<file path="config.mk">
export PLATFORM = sky130hd
export DESIGN_NAME = cdb_arbiter
export DESIGN_NICKNAME = d
export VERILOG_FILES = /design/src/rtl/cdb_arbiter_pkg.sv /design/src/rtl/rr_picker.sv /design/src/rtl/cdb_arbiter.sv
export SDC_FILE = /design/constraint.sdc
export NUM_CORES = 1
export LEC_CHECK = 0
export ABC_AREA = 0
export ABC_CLOCK_PERIOD_IN_PS = 3400
export BUFFER_PORTS_ARGS = -buffer_cell sky130_fd_sc_hd__buf_2
export CAP_MARGIN = 25
export CELL_PAD_IN_SITES_DETAIL_PLACEMENT = 2
export CELL_PAD_IN_SITES_GLOBAL_PLACEMENT = 2
export CORE_MARGIN = 5
export CORE_UTILIZATION = 32
export CTS_CLUSTER_SIZE = 8
export DETAILED_ROUTE_END_ITERATION = 6
export HOLD_SLACK_MARGIN = 0.03
export PLACE_DENSITY = 0.8
export RECOVER_POWER = 50
export SYNTH_ARGS = -nofsm -noshare
export SYNTH_HDL_FRONTEND = slang
export SYNTH_SLANG_ARGS = --single-unit
</file>
<file path="constraint.sdc">
create_clock -name clock -period 3.4 [get_ports clock]
set_input_delay 0.17 -clock clock [delete_from_list [all_inputs] [get_ports clock]]
set_output_delay 0.17 -clock clock [all_outputs]
set_load 0.05 [all_outputs]
</file>
<file path="src/rtl/cdb_arbiter_pkg.sv">
// Shared CDB arbiter definitions: datapath widths and the per-FU holding-buffer entry.
`ifndef XLEN
`define XLEN 32
`endif
`ifndef ROB_TAG_LEN
`define ROB_TAG_LEN 6
`endif

package cdb_arbiter_pkg;

    typedef struct packed {
        logic                    valid;
        logic [`ROB_TAG_LEN-1:0] tag;
        logic [`XLEN-1:0]        value;
    } cdb_entry_t;

endpackage

</file>
<file path="src/rtl/rr_picker.sv">
// Round-robin priority picker: one-hot grant to the first request at or after ptr.
module rr_picker #(
    parameter int N = 4
) (
    input  logic [N-1:0]                             req,
    input  logic [((N > 1) ? $clog2(N) : 1)-1:0]     ptr,
    output logic [N-1:0]                             grant
);

    int unsigned idx;
    logic        found;

    always_comb begin
        grant = '0;
        found = 1'b0;
        idx   = 0;
        for (int unsigned off = 0; off < N; off++) begin
            idx = int'(ptr) + off;
            if (idx >= N) idx = idx - N;
            if (req[idx] && !found) begin
                grant[idx] = 1'b1;
                found      = 1'b1;
            end
        end
    end

endmodule

</file>
<file path="src/rtl/cdb_arbiter.sv">
// CDB arbiter: one-entry holding buffer per FU, round-robin broadcast onto the common data bus.
`ifndef XLEN
`define XLEN 32
`endif
`ifndef ROB_TAG_LEN
`define ROB_TAG_LEN 6
`endif

module cdb_arbiter
    import cdb_arbiter_pkg::*;
#(
    parameter int FU_NUM = 4
) (
    input  logic                                   clock,
    input  logic                                   reset_n,
    input  logic                                   flush,
    input  logic [FU_NUM-1:0]                      fu_valid,
    input  logic [FU_NUM-1:0][`ROB_TAG_LEN-1:0]    fu_ROB_tag,
    input  logic [FU_NUM-1:0][`XLEN-1:0]           fu_value,
    output logic [FU_NUM-1:0]                      fu_ready,
    output logic [FU_NUM-1:0][`XLEN-1:0]           held_values,
    output logic                                   select_flag,
    output logic [FU_NUM-1:0]                      select_signal,
    output logic [`ROB_TAG_LEN-1:0]                ROB_tag,
    output logic [31:0]                            broadcast_count
);

    localparam int PW = (FU_NUM > 1) ? $clog2(FU_NUM) : 1;

    cdb_entry_t [FU_NUM-1:0] entry_q;
    logic [FU_NUM-1:0]       req;
    logic [FU_NUM-1:0]       grant;
    logic [PW-1:0]           rr_ptr;
    logic [PW-1:0]           rr_ptr_next;
    logic [31:0]             count_q;

    always_comb begin
        req = '0;
        for (int unsigned i = 0; i < FU_NUM; i++) begin
            req[i] = entry_q[i].valid & ~flush;
        end
    end

    rr_picker #(.N(FU_NUM)) u_rr_picker (
        .req   (req),
        .ptr   (rr_ptr),
        .grant (grant)
    );

    // fu_ready is gated by reset_n so it reads 0 while reset is held.
    always_comb begin
        ROB_tag     = '0;
        rr_ptr_next = rr_ptr;
        fu_ready    = '0;
        held_values = '0;
        for (int unsigned i = 0; i < FU_NUM; i++) begin
            held_values[i] = entry_q[i].value;
            fu_ready[i]    = (~entry_q[i].valid | grant[i]) & ~flush & reset_n;
            if (grant[i]) begin
                ROB_tag     = ROB_tag | entry_q[i].tag;
                rr_ptr_next = (i == FU_NUM - 1) ? '0 : PW'(i + 1);
            end
        end
    end

    assign select_flag     = |req;
    assign select_signal   = grant;
    assign broadcast_count = count_q;

    always_ff @(posedge clock or negedge reset_n) begin
        if (!reset_n) begin
            entry_q <= '0;
            rr_ptr  <= '0;
            count_q <= '0;
        end else if (flush) begin
            for (int unsigned i = 0; i < FU_NUM; i++) begin
                entry_q[i].valid <= 1'b0;
            end
        end else begin
            for (int unsigned i = 0; i < FU_NUM; i++) begin
                if (fu_valid[i] && fu_ready[i]) begin
                    entry_q[i] <= '{valid: 1'b1, tag: fu_ROB_tag[i], value: fu_value[i]};
                end else if (grant[i]) begin
                    entry_q[i].valid <= 1'b0;
                end
            end
            if (select_flag) begin
                rr_ptr  <= rr_ptr_next;
                count_q <= count_q + 32'd1;
            end
        end
    end

endmodule

</file>
==> results of run 1 <==
cell usage after synthesis (3+ instances only):
cell      instances
buf_6             3
nand2b_1          9
or2_2             4
nor3b_1           6
ha_1              8
dfrtp_1         190
inv_1             7
nor3_1            5
buf_2            14
mux2_2          126
xor2_1            7
buf_4           132
and4_1            4
a22oi_1           9
and3_1            4
nand4_1          11
a21oi_1          10
nor4bb_1          3
clkbuf_1          4
xnor2_1          24
mux2_1            8
and2_1            6
nand3_1          14
mux2_4           21
nand2_1          20
nor2_1           13
logic make-up (layout without fill, tap and decap cells):
group,after synthesis,in the layout,share of synthesized area (%)
mux,157,157,20.4
flops,190,190,52.6
xor+xnor,31,31,3.01
fa+ha+maj,8,8,1.11
other cells,0,2,0
compound gates,30,30,2.81
buf+inv,163,547,12.7
simple gates,112,112,7.29
per-stage QoR:
stage                     cell area [sq um]  hold WS [ps]  power, uW  std cells
final                                 12300          61.8       9610       1455
after global routing                  12300          45.4      10000       1455
after CTS                             12500          33.8       9620       1452
after detailed placement              10300          82.4       7230       1264
after global placement                10300          83.0       7080       1264
after floorplan                        9030          -126       6670        691
layer usage:
layer | GRT usage [%] | vias up | part of all wire (%)
met5 | 0 | - | 0.021
met4 | 5.83 | 2 | 2.2
met3 | 5.49 | 43 | 6.9
met2 | 40.2 | 228 | 55
met1 | 22.4 | 3442 | 36
li1 | - | 2993 | -
registers in the layout, indices dropped and copies added (netlist names):
name and count:
held_values 128, broadcast_count 32, entry_q 28, rr_ptr 2
power by group:
| group | total (uW) | internal, uW | switching [uW] |
|---|---|---|---|
| clock | 2210 | 1150 | 1060 |
| sequential | 3250 | 2810 | 433 |
| combinational | 4160 | 1150 | 3010 |
| total | 9610 | 5110 | 4500 |
repair_timing:
action / 4_1_cts / 5_1_grt
gates cloned: 0 / 0
pin swaps: 1 / 1
hold buffers: 155 / 0
setup endpoints to repair: 6 / 7
endpoints found under the hold margin: 182 / 0
resized for setup: 0 / 6
setup buffers: 1 / 0
cell type report:
class                   instances  area share (%)
diodes                          2          0.0405
clock buffers                  17            3.45
clock inverters                15            1.75
inverters                       9           0.294
multi-input cells             338            25.9
flip-flops and latches        190            38.5
well taps                     378            3.83
repair buffers                506            26.2
worst max-delay path by stage:
| stage | end | slack, ps | depth (start not counted) |
|---|---|---|---|
| after global placement | ROB_tag[4] | 470 | 10 |
| after floorplan | fu_ready[0] | 20 | 10 |
| after detailed placement | ROB_tag[3] | 340 | 10 |
| after global routing | ROB_tag[1] | 20 | 8 |
| after CTS | ROB_tag[3] | 60 | 10 |
| final | fu_ready[0] | 180 | 7 |
worst min-delay path, cell delays in order:
cell,delay (ps)
buf_2,100
a22oi_1,90
nor2_1,90
==> metrics.md, run 1 <==
| Metric | Value |
|---|---|
| GRT Resource Usage Total | 20.9% |
| DIE AREA | 0.0317 sq mm |
| Routability cong. | 0.794 |
| Setup TNS | 0 ps |
| Synth Register Bits | 190 |
| FILL cells | 2882 |
| Root buffer cell | clkbuf_16 |
| Max Cap Violations | 1 |
| Lkg Pwr | 0.00545 uW |
| Clk pin slew, worst setup/hold paths | 80 ps |
| Post-synth top area cell | dfrtp_1 |
| Initial core utilization | 32.4% |
| Layout cell share with drive strength beyond 1 | 37.2% |
| Average cell area after synthesis | 13.1 sq um |
| Setup slack at placement | 338 ps |
| Iter 0 DRT Violations | 224 |
| Distinct cells, synth | 47 |
| R2R Path Start | entry_q[77]$_DFFE_PN0P_ |
| Port bufs | 333 |
| Async set-reset flop share out of synthesis | 100% |
| CP startpoint kind | register |
| Area Overhead vs Synth | 36.7% |
| Kind of end point of the critical path | primary output |
| VDD IR max | 0.302 mV |
| Commonest non-fill, non-tap cells in the layout | 190 x dfrtp_1, 179 x buf_2, 155 x dlygate4sd3_1 |
| Htree depth | 4 |
| Synthesized net count | 858 |
| Synth top area share | 52.6% |
| Wire per inst | 23.1 um |
| Required @ worst endpoint | 3230 ps |
| Synthesis warning total | 0 |
| Leading register cell type out of synthesis | dfrtp_1 |
| CP cell instances | and4b_1 > nor4_4 > nor3_1 > or4_1 > or2_2 > and2_1 > buf_2 |
| CTS tree | done |
| Status | finished, violations left |
| WS Path Type | register to primary output |
| Slew Viols, Final | 72 |
| Hold EP | entry_q[155]$_DFFE_PN0P_ |
| Worst path slowest cell | or4_1 |
| Die height | 178 um |
| First-pass DRT Iterations | 4 |
| Worst Slack Setup Final | 179 ps |
| Crit path buffers/inverters | 1 |
| DR DRC count | 0 |
| First-pass GRT wire length | 50400 um |
| Synth area leaders | dfrtp_1 53%, mux2_2 16%, buf_4 11% |
| Hold crit path type | input port to register |
| DR vias | 6708 |
| Crit Path Max Fanout | 11 |
| Hold Path Stages | 3 |
| CP startpoint | entry_q[77]$_DFFE_PN0P_ |
| Hold Fails Final Rpt | 0 |
| Final setup vio count | 0 |
| Util after Layout | 44.3% |
| Slowest cell delay on critical path | 580 ps |
| Num CTS Buffers | 17 |
| Syn Inst Count | 691 |
| Nets | 1229 |
| Num rows | 61 |
| Post-route antenna net violation count | 0 |
| FF-to-FF setup slack | 410 ps |
| Capturing point of the worst reg2reg path | held_values[118]$_DFFE_PN0P_ |
| Max Buffers Root-to-Sink | 2 |
| Antenna violations before repair | 3 |
| Post-Route Skew | 18.7 ps |
| Commonest non-fill, non-tap cell in the layout | dfrtp_1 |
| Worst-Skew Late Latency | 430 ps |
| Max_slew headroom | -23.8% |
| Area of the multi-input gates | 0.00320 sq mm |
| CORE AREA | 0.0279 sq mm |
| Die Wd | 178 um |
| Global route overflow | 0 |
| RSZ-0062 raised after global routing | no |
| # IOs | 334 |
| Pwr/cell area | 779 mW/mm^2 |
| Clock sinks | 190 |
| Vias in the first global route | 7977 |
| Syn Std Cell Area | 0.00903 sq mm |
| Tcrit/Tclk final | 94.7% |
| Family with the most delay on the worst path | simple AND/OR/NAND/NOR gates |
| Failing checks | max-capacitance violations, max-slew violations |
| Vias per inst | 4.61 |
| Seq/Total Area, Yosys | 52.6% |
| Hold path start | fu_valid[3] |
| Post-synth EDFFs | 0 |
| Dpl hpwl | 21000 um |
| Drt total wl | 33600 um |
| Reg2Reg Depth | 8 |
| Pin count of the biggest net entering global routing | 72 |
| CP Data Arrival Time | 3050 ps |
| FMAX | 310 MHz |
| Fin crit period | 3220 ps |
| Worst-Margin Slew | 1860 ps |
| Storage cell area | 0.00475 sq mm |
No activity file was read; power rests on OpenSTA's default activity.
==> inputs of run 2 (changes only) <==
--- a/config.mk
+++ b/config.mk
@@ -7,17 +7,18 @@
 export LEC_CHECK = 0
 export ABC_AREA = 0
 export ABC_CLOCK_PERIOD_IN_PS = 3400
-export BUFFER_PORTS_ARGS = -buffer_cell sky130_fd_sc_hd__buf_2
 export CAP_MARGIN = 25
 export CELL_PAD_IN_SITES_DETAIL_PLACEMENT = 2
 export CELL_PAD_IN_SITES_GLOBAL_PLACEMENT = 2
 export CORE_MARGIN = 5
-export CORE_UTILIZATION = 32
+export CORE_UTILIZATION = 40
 export CTS_CLUSTER_SIZE = 8
 export DETAILED_ROUTE_END_ITERATION = 6
+export DONT_BUFFER_PORTS = 1
 export HOLD_SLACK_MARGIN = 0.03
-export PLACE_DENSITY = 0.8
+export PLACE_DENSITY = 0.78
 export RECOVER_POWER = 50
 export SYNTH_ARGS = -nofsm -noshare
 export SYNTH_HDL_FRONTEND = slang
 export SYNTH_SLANG_ARGS = --single-unit
+export TNS_END_PERCENT = 50
==> metrics.md, run 2 (synthesis gave the netlist of run 1 again) <==
| Metric | Value |
|---|---|
| Root buffer cell | clkbuf_16 |
| Clock power frac | 22.0% (-0.9 points) |
| Commonest non-fill, non-tap cells in the layout | 189 x dfrtp_1, 160 x dlygate4sd3_1, 126 x mux2_2 |
| Lkg Pwr | 0.00460 uW (-15%) |
| Die Wd | 160 um (-10%) |
| Initial core utilization | 40.3% (+7.8 points) |
| CP startpoint kind | register |
| Switching part of the total | 46.7% (-0.17 points) |
| Slew Viols, Final | 0 (-100%) |
| First-pass DRT Iterations | 4 (unchanged) |
| Drt total wl | 27600 um (-18%) |
| Failing checks | negative hold slack |
| Post-route antenna net violation count | 0 (unchanged) |
| Final setup vio count | 0 (unchanged) |
| Iter 0 DRT Violations | 256 (+14%) |
| Tcrit/Tclk final | 96.1% (+1.4 points) |
| CORE AREA | 0.0224 sq mm (-19%) |
| Nets | 921 (-25%) |
| Area of the multi-input gates | 0.00318 sq mm (-0.59%) |
| Hold crit path type | input port to async pin |
| CTS tree | done |
| Hold WS | -573 ps (-635 ps) |
| Crit Path Max Fanout | 11 (unchanged) |
| Pwr Total | 8900 uW (-7.4%) |
| VDD IR max | 0.340 mV (+13%) |
| CP Data Arrival Time | 3100 ps (+50 ps) |
| FF-to-FF setup slack | 350 ps (-60 ps) |
| FILL cells | 2091 (-27%) |
| Global route overflow | 0 (unchanged) |
| Wire per inst | 26.2 um (+14%) |
| Vias in the first global route | 6678 (-16%) |
| RSZ-0062 raised after global routing | no |
| Post-Route Skew | 13.4 ps (-5.39 ps) |
| Final instance area | 0.0108 sq mm (-12%) |
| Num CTS Buffers | 17 (unchanged) |
| Pwr/cell area | 822 mW/mm^2 (+5.5%) |
| Worst-Skew Late Latency | 430 ps (about the same) |
| DR DRC count | 0 (unchanged) |
| Commonest non-fill, non-tap cell in the layout | dfrtp_1 |
| Num rows | 55 (-9.8%) |
| Number of flip-flops in the largest register | 128 (unchanged) |
| Worst-Margin Slew | 832 ps (-1020 ps) |
| Reg power frac | 55.5% (+22 points) |
| R2R Path Start | rr_ptr[0]$_DFFE_PN0P_ |
| Capturing point of the worst reg2reg path | held_values[56]$_DFFE_PN0P_ |
| Pin count of the biggest net entering global routing | 197 (+170%) |
| N_diodes | 0 (-2) |
| Setup TNS | 0 ps (unchanged) |
| Max Buffers Root-to-Sink | 2 (unchanged) |
| Kind of end point of the critical path | primary output |
| Layout cell share with drive strength beyond 1 | 31.2% (-6.0 points) |
| Hold-fix buffers, CTS | 160 (+3.2%) |
| Combinational share of power | 22.5% (-21 points) |
| Max Cap Violations | 0 (-1) |
| WS Path Type | register to primary output |
| Pint | 4750 uW (-7.1%) |
| Fin crit period | 3270 ps (+46.3 ps) |
| First-pass GRT wire length | 42800 um (-15%) |
| Port bufs | 0 (-100%) |
| Clock sinks | 190 (unchanged) |
| Area Overhead vs Synth | 19.9% |
| Storage cell area | 0.00476 sq mm (about the same) |
| FMAX | 306 MHz (-1.4%) |
| GRT Resource Usage Total | 21.6% (+0.73 points) |
| Dpl hpwl | 16700 um (-21%) |
| # IOs | 334 (unchanged) |
| Routability cong. | 0.767 (-3.4%) |
| Antenna violations before repair | 0 (-3) |
| Reg2Reg Depth | 10 (+2) |
| Clk pin slew, worst setup/hold paths | 80 ps (about the same) |
| DIE AREA | 0.0257 sq mm (-19%) |
| Hold Fails Final Rpt | 190 (+190) |
| Status | finished, violations left |
| DR vias | 5437 (-19%) |
| Placed inst area | 0.00860 sq mm (-16%) |
| Die height | 160 um (-10%) |
| Max_slew headroom | 44.5% (+68 points) |
| Vias per inst | 5.17 (+12%) |
| NetSw | 4150 uW (-7.7%) |
| Htree depth | 4 (unchanged) |
| Required @ worst endpoint | 3230 ps (about the same) |
[run 2: worst max path at each step]
stage	endpoint	from	cells after the start	slack, ps
3_3_place_gp	held_values[123]$_DFFE_PN0P_	rr_ptr[1]$_DFFE_PN0P_	10	320
2_1_floorplan	fu_ready[0]	rr_ptr[0]$_DFFE_PN0P_	10	20
4_1_cts	ROB_tag[5]	rr_ptr[1]$_DFFE_PN0P_	10	40
3_5_place_dp	entry_q[152]$_DFFE_PN0P_	rr_ptr[1]$_DFFE_PN0P_	10	140
6_report	ROB_tag[5]	entry_q[155]$_DFFE_PN0P_	8	130
5_1_grt	ROB_tag[0]	rr_ptr[0]$_DFFE_PN0P_	10	10
[run 2: repair_timing]
action                                  CTS  global route
endpoints found under the setup margin    7             7
pin swaps                                 0             2
gates resized for setup                   2             6
gates cloned                              0             0
endpoints found under the hold margin   347           190
buffers inserted                          3             3
[run 2: cell type report]
class	count	share of cell area (%)
well taps	285	3.29
clock inverters	14	1.19
inverters	9	0.347
clock buffers	18	4.05
flip-flops and latches	190	43.9
multi-input cells	338	29.4
repair buffers	198	17.8
[run 2: through the flow]
step	instances	hold slack (ps)	worst slack [ps]	util, %
3_3_place_gp	852	-120	320	38.3
3_5_place_dp	854	-121	143	38.3
4_1_cts	1049	-591	44.8	48.1
2_1_floorplan	691	-126	15.5	-
5_1_grt	1052	-607	10.9	48.3
6_report	1052	-573	133	48.3
[run 2: critical path, stage by stage, from the launching register on]
cell       delay [ps]
dfrtp_1           580
and4b_1           280
nor4_4            410
nor3b_1           160
a2111oi_4         420
clkinv_2          250
a22oi_2           190
nand3_1           140
buf_4             220
[run 2: per-layer routing]
layer	global-route usage (%)	part of all wire [%]	vias up
li1	-	-	2365
met3	6.86	7.2	34
met1	22.5	34	2821
met2	41.4	56	217
met4	6.49	2.1	0
met5	0	0	-
[run 2: power groups by stage]
stage / clock (uW) / combinational [uW] / sequential, uW
after floorplan: 0 / 3460 / 3210
after global placement: 0 / 1600 / 4910
after detailed placement: 0 / 1710 / 4960
after CTS: 2010 / 1920 / 4910
after global routing: 2150 / 2120 / 5010
final: 1960 / 2000 / 4940
